<file path="config.mk">
export PLATFORM = sky130hd
export DESIGN_NAME = hazard_stall_ctrl
export DESIGN_NICKNAME = d
export VERILOG_FILES = /design/src/rtl/hazard_stall_ctrl_pkg.sv /design/src/rtl/hazard_stall_ctrl_fwd_unit.sv /design/src/rtl/hazard_stall_ctrl.sv
export SDC_FILE = /design/constraint.sdc
export NUM_CORES = 1
export LEC_CHECK = 0
export ABC_AREA = 1
export CORE_ASPECT_RATIO = 0.5
export CORE_MARGIN = 3
export CORE_UTILIZATION = 39
export DETAILED_ROUTE_END_ITERATION = 8
export HOLD_SLACK_MARGIN = 0.02
export PLACE_DENSITY = 0.78
export SLEW_MARGIN = 5
export SYNTH_ARGS = -nofsm -noshare
export SYNTH_HDL_FRONTEND = slang
export SYNTH_SLANG_ARGS = --single-unit
export TNS_END_PERCENT = 1
</file>
<file path="constraint.sdc">
create_clock -name clk -period 1.8 [get_ports clk]
set_input_delay 0.36 -clock clk [delete_from_list [all_inputs] [get_ports clk]]
set_output_delay 0.36 -clock clk [all_outputs]
set_load 0.01 [all_outputs]
</file>
<file path="src/rtl/hazard_stall_ctrl_pkg.sv">
// Shared types for the pipeline hazard/stall controller: FSM states,
// forwarding selects and the register-write descriptor used by forwarding.
package hazard_stall_ctrl_pkg;

  localparam int unsigned REG_W = 5;
  localparam int unsigned FWD_W = 2;

  typedef enum logic [1:0] {
    ST_IDLE = 2'b00,
    ST_WAIT = 2'b01,
    ST_ERR  = 2'b10
  } state_t;

  typedef enum logic [FWD_W-1:0] {
    FWD_RF  = 2'b00,
    FWD_WB  = 2'b01,
    FWD_MEM = 2'b10
  } fwd_t;

  // Register-file write intent of a downstream stage
  typedef struct packed {
    logic [REG_W-1:0] rd;
    logic             we;
  } wr_port_t;

  // Pick the youngest in-flight producer of src; $0 never forwards
  function automatic fwd_t fwd_sel(input logic [REG_W-1:0] src,
                                   input wr_port_t         mem_wr,
                                   input wr_port_t         wb_wr);
    fwd_t sel;
    sel = FWD_RF;
    if (mem_wr.we && (mem_wr.rd != '0) && (mem_wr.rd == src)) begin
      sel = FWD_MEM;
    end else if (wb_wr.we && (wb_wr.rd != '0) && (wb_wr.rd == src)) begin
      sel = FWD_WB;
    end
    return sel;
  endfunction

endpackage

</file>
<file path="src/rtl/hazard_stall_ctrl_fwd_unit.sv">
// EX-stage operand forwarding selects for both ALU operands (combinational).
module hazard_stall_ctrl_fwd_unit
  import hazard_stall_ctrl_pkg::*;
(
  input  logic [REG_W-1:0] ex_rs,
  input  logic [REG_W-1:0] ex_rt,
  input  wr_port_t         mem_wr,
  input  wr_port_t         wb_wr,
  output fwd_t             fwd_a,
  output fwd_t             fwd_b
);

  // Same priority rule applied independently to each operand
  always_comb begin
    fwd_a = fwd_sel(ex_rs, mem_wr, wb_wr);
    fwd_b = fwd_sel(ex_rt, mem_wr, wb_wr);
  end

endmodule

</file>
<file path="src/rtl/hazard_stall_ctrl.sv">
// Stall/flush/forwarding controller for the 5-stage pipeline.
// Freeze (memory wait/timeout) > redirect > load-use. Control outputs are
// same-cycle decodes of the FSM state and inputs.
// Optional build macro HAZ_PERF_CNT_EN adds stall/flush event counters.
module hazard_stall_ctrl
  import hazard_stall_ctrl_pkg::*;
#(
  parameter int unsigned MEM_TIMEOUT = 16,
  parameter int unsigned TO_W        = 5
) (
  input  logic             clk,
  input  logic             rst,
  input  logic [REG_W-1:0] id_rs,
  input  logic [REG_W-1:0] id_rt,
  input  logic [REG_W-1:0] ex_rs,
  input  logic [REG_W-1:0] ex_rt,
  input  logic [REG_W-1:0] ex_rd,
  input  logic             ex_mem_read,
  input  logic [REG_W-1:0] mem_rd,
  input  logic             mem_reg_write,
  input  logic [REG_W-1:0] wb_rd,
  input  logic             wb_reg_write,
  input  logic             ex_redirect,
  input  logic             mem_access,
  input  logic             mem_ready,
  output logic             pc_write,
  output logic             ifid_write,
  output logic             ifid_flush,
  output logic             idex_write,
  output logic             idex_flush,
  output logic             exmem_write,
  output logic             memwb_flush,
  output logic [FWD_W-1:0] fwd_a,
  output logic [FWD_W-1:0] fwd_b,
  output logic             mem_err,
  output logic [1:0]       state
`ifdef HAZ_PERF_CNT_EN
  ,
  output logic [31:0]      stall_cycles,
  output logic [31:0]      flush_events
`endif
);

  state_t          state_q, state_d;
  logic [TO_W-1:0] cnt_q, cnt_d;
  logic            mem_err_q, mem_err_d;
  logic            freeze_c;
  logic            load_use_c;
  logic            redirect_act_c;
  logic            load_use_act_c;
  fwd_t            fwd_a_c, fwd_b_c;

  hazard_stall_ctrl_fwd_unit u_fwd (
    .ex_rs  (ex_rs),
    .ex_rt  (ex_rt),
    .mem_wr ('{rd: mem_rd, we: mem_reg_write}),
    .wb_wr  ('{rd: wb_rd, we: wb_reg_write}),
    .fwd_a  (fwd_a_c),
    .fwd_b  (fwd_b_c)
  );

  // FSM state, wait counter and sticky error flag
  always_ff @(posedge clk or negedge rst) begin
    if (!rst) begin
      state_q   <= ST_IDLE;
      cnt_q     <= '0;
      mem_err_q <= 1'b0;
    end else begin
      state_q   <= state_d;
      cnt_q     <= cnt_d;
      mem_err_q <= mem_err_d;
    end
  end

  // Memory handshake sequencing: next state and freeze request
  always_comb begin
    state_d   = state_q;
    cnt_d     = cnt_q;
    mem_err_d = mem_err_q;
    freeze_c  = 1'b0;
    case (state_q)
      ST_IDLE: begin
        if (mem_access && !mem_ready) begin
          state_d  = ST_WAIT;
          cnt_d    = TO_W'(1);
          freeze_c = 1'b1;
        end
      end
      ST_WAIT: begin
        if (mem_ready) begin
          state_d = ST_IDLE;
          cnt_d   = '0;
        end else if (cnt_q == TO_W'(MEM_TIMEOUT - 1)) begin
          state_d   = ST_ERR;
          mem_err_d = 1'b1;
          freeze_c  = 1'b1;
        end else begin
          cnt_d    = cnt_q + TO_W'(1);
          freeze_c = 1'b1;
        end
      end
      ST_ERR: begin
        mem_err_d = 1'b1;
        freeze_c  = 1'b1;
      end
      default: begin
        state_d = ST_IDLE;
        cnt_d   = '0;
      end
    endcase
  end

  // Load-use: loaded value is needed by the instruction right behind it
  always_comb begin
    load_use_c = ex_mem_read && (ex_rd != '0) &&
                 ((ex_rd == id_rs) || (ex_rd == id_rt));
    redirect_act_c = !freeze_c && ex_redirect;
    load_use_act_c = !freeze_c && !ex_redirect && load_use_c;
  end

  // Pipeline register enables/clears and forwarding selects
  always_comb begin
    pc_write    = 1'b1;
    ifid_write  = 1'b1;
    ifid_flush  = 1'b0;
    idex_write  = 1'b1;
    idex_flush  = 1'b0;
    exmem_write = 1'b1;
    memwb_flush = 1'b0;
    fwd_a       = fwd_a_c;
    fwd_b       = fwd_b_c;
    if (!rst) begin
      pc_write    = 1'b0;
      ifid_write  = 1'b0;
      idex_write  = 1'b0;
      exmem_write = 1'b0;
      ifid_flush  = 1'b1;
      idex_flush  = 1'b1;
      memwb_flush = 1'b1;
      fwd_a       = FWD_RF;
      fwd_b       = FWD_RF;
    end else if (freeze_c) begin
      pc_write    = 1'b0;
      ifid_write  = 1'b0;
      idex_write  = 1'b0;
      exmem_write = 1'b0;
      memwb_flush = 1'b1;
    end else if (redirect_act_c) begin
      ifid_flush = 1'b1;
      idex_flush = 1'b1;
    end else if (load_use_act_c) begin
      pc_write   = 1'b0;
      ifid_write = 1'b0;
      idex_flush = 1'b1;
    end
  end

  assign state   = state_q;
  assign mem_err = mem_err_q;

`ifdef HAZ_PERF_CNT_EN
  // Event counters, free-running modulo 2^32
  always_ff @(posedge clk or negedge rst) begin
    if (!rst) begin
      stall_cycles <= '0;
      flush_events <= '0;
    end else begin
      if (freeze_c || load_use_act_c) begin
        stall_cycles <= stall_cycles + 32'd1;
      end
      if (redirect_act_c) begin
        flush_events <= flush_events + 32'd1;
      end
    end
  end
`endif

endmodule

</file>
-- Word level (Yosys, flattened, before mapping)
Cells that the tools add are included.
- bits in registers: 8
- bits of input ports: 43
- output and inout port bits: 14
- logic and storage cells: 78
- add/sub/neg operators: 1
- eq/ne operators: 14
- muxes and demuxes: 35
- bitwise logic cells: 1
- reduce and logical (&&, ||, !) cells: 24
- operator list (cell ; number):
    $eq 5x5->1 ; 6
    $mux 1 ; 21
    $mux 5 ; 3
    $pmux 5 s3 ; 1
    $reduce_bool 5->1 ; 3
    $mux 2 ; 7
    $logic_and 1x1->1 ; 12
    $reduce_and 3->1 ; 3
    $ne 2x2->1 const B ; 3
    $ne 3x3->1 const B ; 2
    $pmux 2 s3 ; 1
    $add 5x1->5 const B ; 1
    $eq 5x4->1 const B ; 1
    $logic_not 1->1 ; 3
    $pmux 1 s3 ; 1
    $eq 2x1->1 const B ; 1
    $eq 2x2->1 const B ; 1
    $logic_not 2->1 ; 1
    $pmux 1 s2 ; 1
    $reduce_bool 2->1 ; 1
    $logic_or 1x1->1 ; 1
    $not 1->1 ; 1

-- Depth between registers and ports, before layout
Gate-level depths: netlist of run 1.
- word-level depth: 11
- depth in mapped cells: 10
- gate-level depth less buffers: 10

-- Cells and area by module
Synthesis of run 1 repeated with hierarchy kept, for this count alone.
- cells, all modules: 203
- area, all modules: 1093.5 um2
- by module, submodules not included (module ; times used ; cells an instance ; area an instance (um2) ; sequential area each (um2)):
    hazard_stall_ctrl ; 1 ; 122 ; 730.7 ; 200.2
    hazard_stall_ctrl_fwd_unit ; 1 ; 81 ; 362.8 ; 0.0

-- Worst setup path after synthesis of run 1
OpenSTA, ideal clock, no wires.
- path type: reg-to-output
- start point: register state_q[1] (netlist: state[1])
- end point: output pc_write
- arrival time: 1.341 ns
- required time: 1.440 ns
- path slack: 0.099 ns
- cell stages (with the launch flop): 7
- path buffers: 1
- path through: dfrtp_1 > nor2_1 > nand2_1 > o21ai_2 > nand2_1 > a21oi_1 > buf_4
- cells in the longest elaborated chain, start to end: 9
- elaborated cells between the ends (all ways): 12
- classes of those cells: eq/ne: 2; mux: 5; reduce/logical: 5
- RTL lines (item ; line ; RTL):
    start, declared ; hazard_stall_ctrl.sv:44 ; state_t state_q, state_d;
    start signal, assigned ; hazard_stall_ctrl.sv:69 ; state_q <= state_d;
    $eq 2x2->1 (tied with other cells) ; hazard_stall_ctrl.sv:81 ; case (state_q)
    $pmux 1 s3 * ; hazard_stall_ctrl.sv:81 ;
    $logic_not 1->1 ; hazard_stall_ctrl.sv:117, hazard_stall_ctrl.sv:118 ;
    $logic_and 1x1->1 (2 in a row) ; hazard_stall_ctrl.sv:118 ; load_use_act_c = !freeze_c && !ex_redirect && load_use_c;
    $mux 1 (2 in a row) ; - ;
    $mux 1 * (2 in a row) ; - ;
    end, declared ; hazard_stall_ctrl.sv:26 ; output logic pc_write,
Every way passes the cells marked *; elsewhere a longest branch is shown, timed or not.

-- Worst setup path after layout of run 1
- start point: input mem_access
- end point: output idex_write
- cells in the longest elaborated chain, start to end: 5
- RTL lines (item ; line ; RTL):
    start, declared ; hazard_stall_ctrl.sv:24 ; input logic mem_access,
    $logic_and 1x1->1 ; hazard_stall_ctrl.sv:83 ; if (mem_access && !mem_ready) begin
    $mux 1 ; hazard_stall_ctrl.sv:83 ;
    $pmux 1 s3 ; hazard_stall_ctrl.sv:81 ;
    $mux 1 ; hazard_stall_ctrl.sv:142 ; end else if (freeze_c) begin
    $mux 1 ; hazard_stall_ctrl.sv:132 ; if (!rst) begin
    end, declared ; hazard_stall_ctrl.sv:29 ; output logic idex_write,
Every way passes these cells.

==> results_dict.tcl, run 1 <==
set metrics [dict create \
    outcome "finished, violations left" \
    failed_checks "setup timing" \
    synth.avg_cell_area_sq_um 5.69 \
    timing.final.ws_setup_ns -0.0808 \
    place_hpwl_um 2650 \
    cts_buffers 3 \
    clkSinkCount 8 \
    synthDistinctLibCells 23 \
    area_growth_pct 66.8 \
    final-seq-area_sq_um 203 \
    drt_iter0_markers 46 \
    synthesis.instances 182 \
    multi_input_comb_area_sq_um 722 \
    final_hold_viol_count 0 \
    ant_nets 0 \
    cts_root_buf "clkbuf_8" \
    final_util 0.733 \
    clk_pin_slew_worst_paths_ns 0.04 \
    pin_count_of_the_biggest_net_entering_global_routing 9 \
    fmax_mhz 532 \
    final-max-slew-violation-count 0 \
    io_count 57 \
    via_per_inst 4.59 \
    hold_path.class "input port to async pin" \
    first_global_vias 1187 \
    max_cap_viol_count 0 \
    grt_pass1_wl_um 4900 \
    grt_use_total 0.184 \
    grt_setup_unrepaired "yes" \
    final.fill_count 210 \
    dr_vias 1314 \
    crit_path_arrival_time_ns 1.52 \
    critPathMaxFanout 3 \
    final_net_count 298 \
    synthDominantCellAreaShare 0.214 \
    synth.net_count 227 \
    route.final.wire_length_um 3110 \
    synth.cell_area_sq_um 1040 \
    row_count 12 \
    h_tree_levels 1 \
    worst_vdd_rail_ir_drop_mv 0.222 \
    cts_tree "yes" \
    cellPowerDensity_nw_per_um2 445 \
    design.die.area_sq_um 3350 \
    yosys_warnings 0 \
    gr-total-overflow 0 \
    slew-limit-headroom 0.844 \
    wl_per_cell_um 10.9 \
    io_buffers 56 \
    route.detailed.drc 0 \
    cts.path.max_buffers 2 \
    number_of_iterations_in_the_first_detailed_routing_pass 4 \
    gpl.final_weighted_congestion 0.882 \
    p_total_mw 0.769 \
    yosysTopAreaCell "nand2_1" \
    reg2regPathDepth 10 \
    finalClockSkew_ns 0.00465 \
    cp-end-kind "output port" \
    timing_worst_slew_pin_value_ns 0.232 \
    die_w_um 78.9 \
    synthTopCellsByArea "nand2_1, dfrtp_1, inv_1" \
    fp.dieH_um 42.4 \
    antenna_violations_before_repair 0 \
    setup_viol 4 \
    layout_min_cycle_time_ns 1.88 \
    start_util 0.439 \
    clk-insertion-delay-late_ns 0.23 \
    worst_ep_required_time_ns 1.44 \
    seq_area_frac_synth 0.193 \
    cts.repair_timing.setup_buffer_count 0 \
    cp-start-kind "input port" \
    design.core.area_sq_um 2360 \
    path_class "input port to output port" \
    timing.final.crit_share 1.04 \
    synth-seq-cells 8 \
    total_leakage_power_nw 0.962 \
    n_antenna_cell 0 \
    drive_above_1_share 0.179 \
]
## metal layers
| layer | up-vias | wire length (um) | global-route usage |
|---|---|---|---|
| met4 | 0 | 23 | 0.0205 |
| met2 | 44 | 1660 | 0.368 |
| li1 | 689 | - | - |
| met1 | 579 | 1280 | 0.203 |
| met5 | - | 0 | 0 |
| met3 | 2 | 146 | 0.0451 |
## critical path, cell delays in order
cell             delay, ns
clkdlybuf4s50_1       0.45
nand2_1               0.10
nand2_2               0.11
o21ai_4               0.08
nand2_2               0.09
inv_1                 0.05
dlygate4sd2_1         0.28
## cells in the final DEF (no fill, tap or decap), drive strengths merged, types with 3 or more instances in the layout
cell type,count
a21oi,3
buf,17
clkbuf,6
clkdlybuf4s50,13
dfrtp,8
dlygate4sd2,31
inv,37
nand2,60
nand3,9
nor2,26
nor3,5
o21ai,8
xnor2,12
xor2,4
## state kept, by name, summed over array words and instances (netlist names)
register / cells
cnt_q: 5
mem_err: 1
state: 2
## metrics by stage
| step | instances | instance area [sq um] | setup TNS [ns] | setup WS (ns) | hold slack (ns) |
|---|---|---|---|---|---|
| 6_report | 286 | 1730 | -0.281 | -0.0808 | 0.350 |
| 5_1_grt | 286 | 1730 | -0.766 | -0.166 | 0.378 |
| 4_1_cts | 286 | 1710 | -0.384 | -0.111 | 0.358 |
| 3_5_place_dp | 283 | 1720 | -5.68 | -0.607 | 0.455 |
| 3_3_place_gp | 283 | 1720 | -5.39 | -0.563 | 0.450 |
| 2_1_floorplan | 182 | 1040 | 0 | 0.0993 | 0.0644 |
## layout make-up
type	instances	share of cell area
clock buffer	3	0.0239
inverter	37	0.0804
multi-input combinational	135	0.418
sequential	8	0.117
tap	35	0.0253
timing repair buffer	68	0.335
## power breakdown
part / internal [mW] / switching [mW] / total (mW)
registers: 0.196 / 0.0174 / 0.213
clock network: 0.144 / 0.0670 / 0.211
logic: 0.173 / 0.171 / 0.344
## worst paths after layout
kind	end	from	slack, ns
worst max-delay path	idex_write	mem_access	-0.08
worst min-delay path	mem_err$_DFFE_PN0P_	rst	0.35
worst max register to register	cnt_q[0]$_DFFE_PN0P_	cnt_q[0]$_DFFE_PN0P_	0.25
worst min register to register	mem_err$_DFFE_PN0P_	mem_err$_DFFE_PN0P_	0.46
max in group asynchronous	state[1]$_DFFE_PN0P_	rst	1.31
min in group clk	mem_err$_DFFE_PN0P_	mem_err$_DFFE_PN0P_	0.46
## timing repair
action | in CTS | in global routing
setup endpoints to repair | 11 | 11
gates resized for setup | 69 | 14
endpoints found under the hold margin | 0 | 0
pin swaps | 9 | 12
hold buffers | 0 | 0
## kinds of logic (layout without fill, tap and decap cells)
family,after synthesis,count (layout),synth area share
flops,8,8,0.193
fa+ha+maj,2,2,0.0242
compound gates,13,13,0.0737
buf+inv,39,108,0.149
xor+xnor,16,16,0.135
simple gates,104,104,0.425
## synthesized netlist by cell type (all sizes together)
master / count
ha: 2
xnor2: 12
nor3: 5
nor4: 1
o22ai: 1
o21ai: 8
or2: 2
nand3: 9
a21oi: 3
xor2: 4
inv: 37
nor2: 26
dfrtp: 8
nand2: 60
nand4: 1
o31ai: 1
buf: 2
Note: power is estimated with default switching activity, not from simulation.
==> run 2, diff against run 1 <==
CAP_MARGIN = 25   (was default)
CORE_ASPECT_RATIO = default   (was 0.5)
CORE_UTILIZATION = 55   (was 39)
DONT_BUFFER_PORTS = 1   (was default)
GPL_ROUTABILITY_DRIVEN = 1   (was default)
PLACE_DENSITY = 0.67   (was 0.78)
==> run 2 against run 1 <==
  * The run still ends with setup timing left
  * Clock skew barely moved
  * Worst hold slack got worse by 0.087 ns
  * Total power fell by 26%
  * Largest power group is now registers
  * Highest routed layer unchanged
==> results_dict.tcl, run 2 (synthesis results as in run 1) <==
set metrics [dict create \
    grt_use_total 0.215 \
    pwr-share-clk 0.243 \
    slew-limit-headroom 0.732 \
    io_count 57 \
    worst_vdd_rail_ir_drop_mv 0.426 \
    failed_checks "setup timing" \
    gpl.final_weighted_congestion 0.836 \
    start_util 0.594 \
    final_hold_viol_count 0 \
    cellInternalPower_mw 0.365 \
    layout_min_cycle_time_ns 1.83 \
    first_global_vias 1064 \
    cts.path.max_buffers 2 \
    power_frac_seq 0.380 \
    ant_nets 0 \
    die_w_um 49.4 \
    hold-worst-slack_ns 0.263 \
    place_worst_setup_slack_ns 0.141 \
    cp-end-kind "output port" \
    setup_viol 3 \
    crit_path_arrival_time_ns 1.47 \
    hold_path.class "input port to flop" \
    antenna_violations_before_repair 0 \
    combinationalPowerShare 0.377 \
    drive_above_1_share 0.112 \
    cellPowerDensity_nw_per_um2 496 \
    total_leakage_power_nw 0.633 \
    final.fill_count 179 \
    row_count 15 \
    critPathMaxFanout 6 \
    route.final.wire_length_um 2580 \
    pin_count_of_the_biggest_net_entering_global_routing 9 \
    cts_root_buf "clkbuf_4" \
    path_class "flop to output port" \
    top_register "cnt_q" \
    placement.cell_area_sq_um 1060 \
    gr-total-overflow 0 \
    n_antenna_cell 0 \
    clkSinkCount 8 \
    fin_setup_tns_ns -0.0536 \
    grt_setup_unrepaired "yes" \
    layout_common_cells "nand2_1, inv_1, nor2_1" \
    switchingPower_mw 0.203 \
    final-max-slew-violation-count 0 \
    clk_pin_slew_worst_paths_ns 0.06 \
    switching_share 0.357 \
    cp-start-kind "flop" \
    wl_per_cell_um 12.2 \
    cts_tree "yes" \
    timing.final.crit_share 1.01 \
    worst_ep_required_time_ns 1.44 \
    grt_pass1_wl_um 4150 \
    finalInstanceArea_sq_um 1150 \
    dr_vias 1062 \
    p_total_mw 0.568 \
    finalClockSkew_ns 0.00486 \
    outcome "finished, violations left" \
    final_net_count 234 \
    timing.final.ws_setup_ns -0.0251 \
    max_cap_viol_count 0 \
    number_of_iterations_in_the_first_detailed_routing_pass 4 \
    cts_buffers 3 \
    drt_iter0_markers 11 \
    area_growth_pct 10.6 \
    via_per_inst 5.01 \
    fmax_mhz 548 \
    io_buffers 0 \
    place_hpwl_um 2110 \
    timing_worst_slew_pin_value_ns 0.400 \
    fp.dieH_um 49.4 \
    largest_register_ff_count 5 \
    layout.cells.most_common "nand2_1" \
    route.detailed.drc 0 \
    clk-insertion-delay-late_ns 0.26 \
    design.core.area_sq_um 1750 \
    h_tree_levels 1 \
    design.die.area_sq_um 2440 \
]
==> run 2: timing repair <==
action,4_1_cts,5_1_grt
hold buffers,1,0
setup buffers,1,1
endpoints found under the setup margin,5,4
gates resized for setup,7,4
endpoints found under the hold margin,8,0
cloned,0,0
pin swaps,1,5
==> run 2: worst max-delay path, stage by stage, from the launching register on <==
cell	delay (ns)
dfrtp_2	0.48
nor2_4	0.17
nand2_4	0.07
o21ai_4	0.08
nand2_2	0.09
nor2_4	0.12
a21oi_2	0.06
buf_4	0.15
==> run 2: power groups by stage <==
stage | sequential [mW] | clock, mW | combinational (mW)
global route | 0.217 | 0.155 | 0.244
CTS | 0.214 | 0.142 | 0.204
detailed placement | 0.215 | 0 | 0.185
floorplan | 0.211 | 0 | 0.164
finish | 0.216 | 0.138 | 0.214
global placement | 0.214 | 0 | 0.182
==> run 2: path summary, 6_finish.rpt <==
check / startpoint / to / slack (ns) / cells after the start
max in group asynchronous: rst / state[0]$_DFFE_PN0P_ / 1.02 / 1
max: state[1]$_DFFE_PN0P_ / ifid_write / -0.03 / 7
min in group asynchronous: rst / cnt_q[2]$_DFFE_PN0P_ / 0.46 / 1
max reg2reg: cnt_q[0]$_DFFE_PN0P_ / cnt_q[0]$_DFFE_PN0P_ / 0.19 / 10
min reg2reg: cnt_q[1]$_DFFE_PN0P_ / cnt_q[1]$_DFFE_PN0P_ / 0.51 / 2
min: mem_ready / cnt_q[2]$_DFFE_PN0P_ / 0.26 / 3
==> run 2: metrics by stage <==
stage,utilization,cells
floorplan,-,182
global placement,0.607,206
detailed placement,0.607,206
CTS,0.643,211
global route,0.657,212
finish,0.657,212
==> run 2: final cells by class <==
type / instances / area [sq um] / area share
Multi-Input combinational cell: 135 / 718 / 0.627
Sequential cell: 8 / 203 / 0.177
Inverter: 37 / 139 / 0.121
Timing Repair Buffer: 4 / 32.5 / 0.0284
Tap cell: 25 / 31.3 / 0.0273
Clock buffer: 3 / 22.5 / 0.0197
==> run 2: layer usage <==
metal | routed length (um) | vias to the layer above | part of all wire | global-route usage
li1 | - | 555 | - | -
met4 | 26 | 0 | 0.010 | 0.0461
met1 | 1040 | 455 | 0.40 | 0.241
met5 | 0 | - | 0 | 0
met3 | 234 | 4 | 0.091 | 0.0826
met2 | 1270 | 48 | 0.49 | 0.384
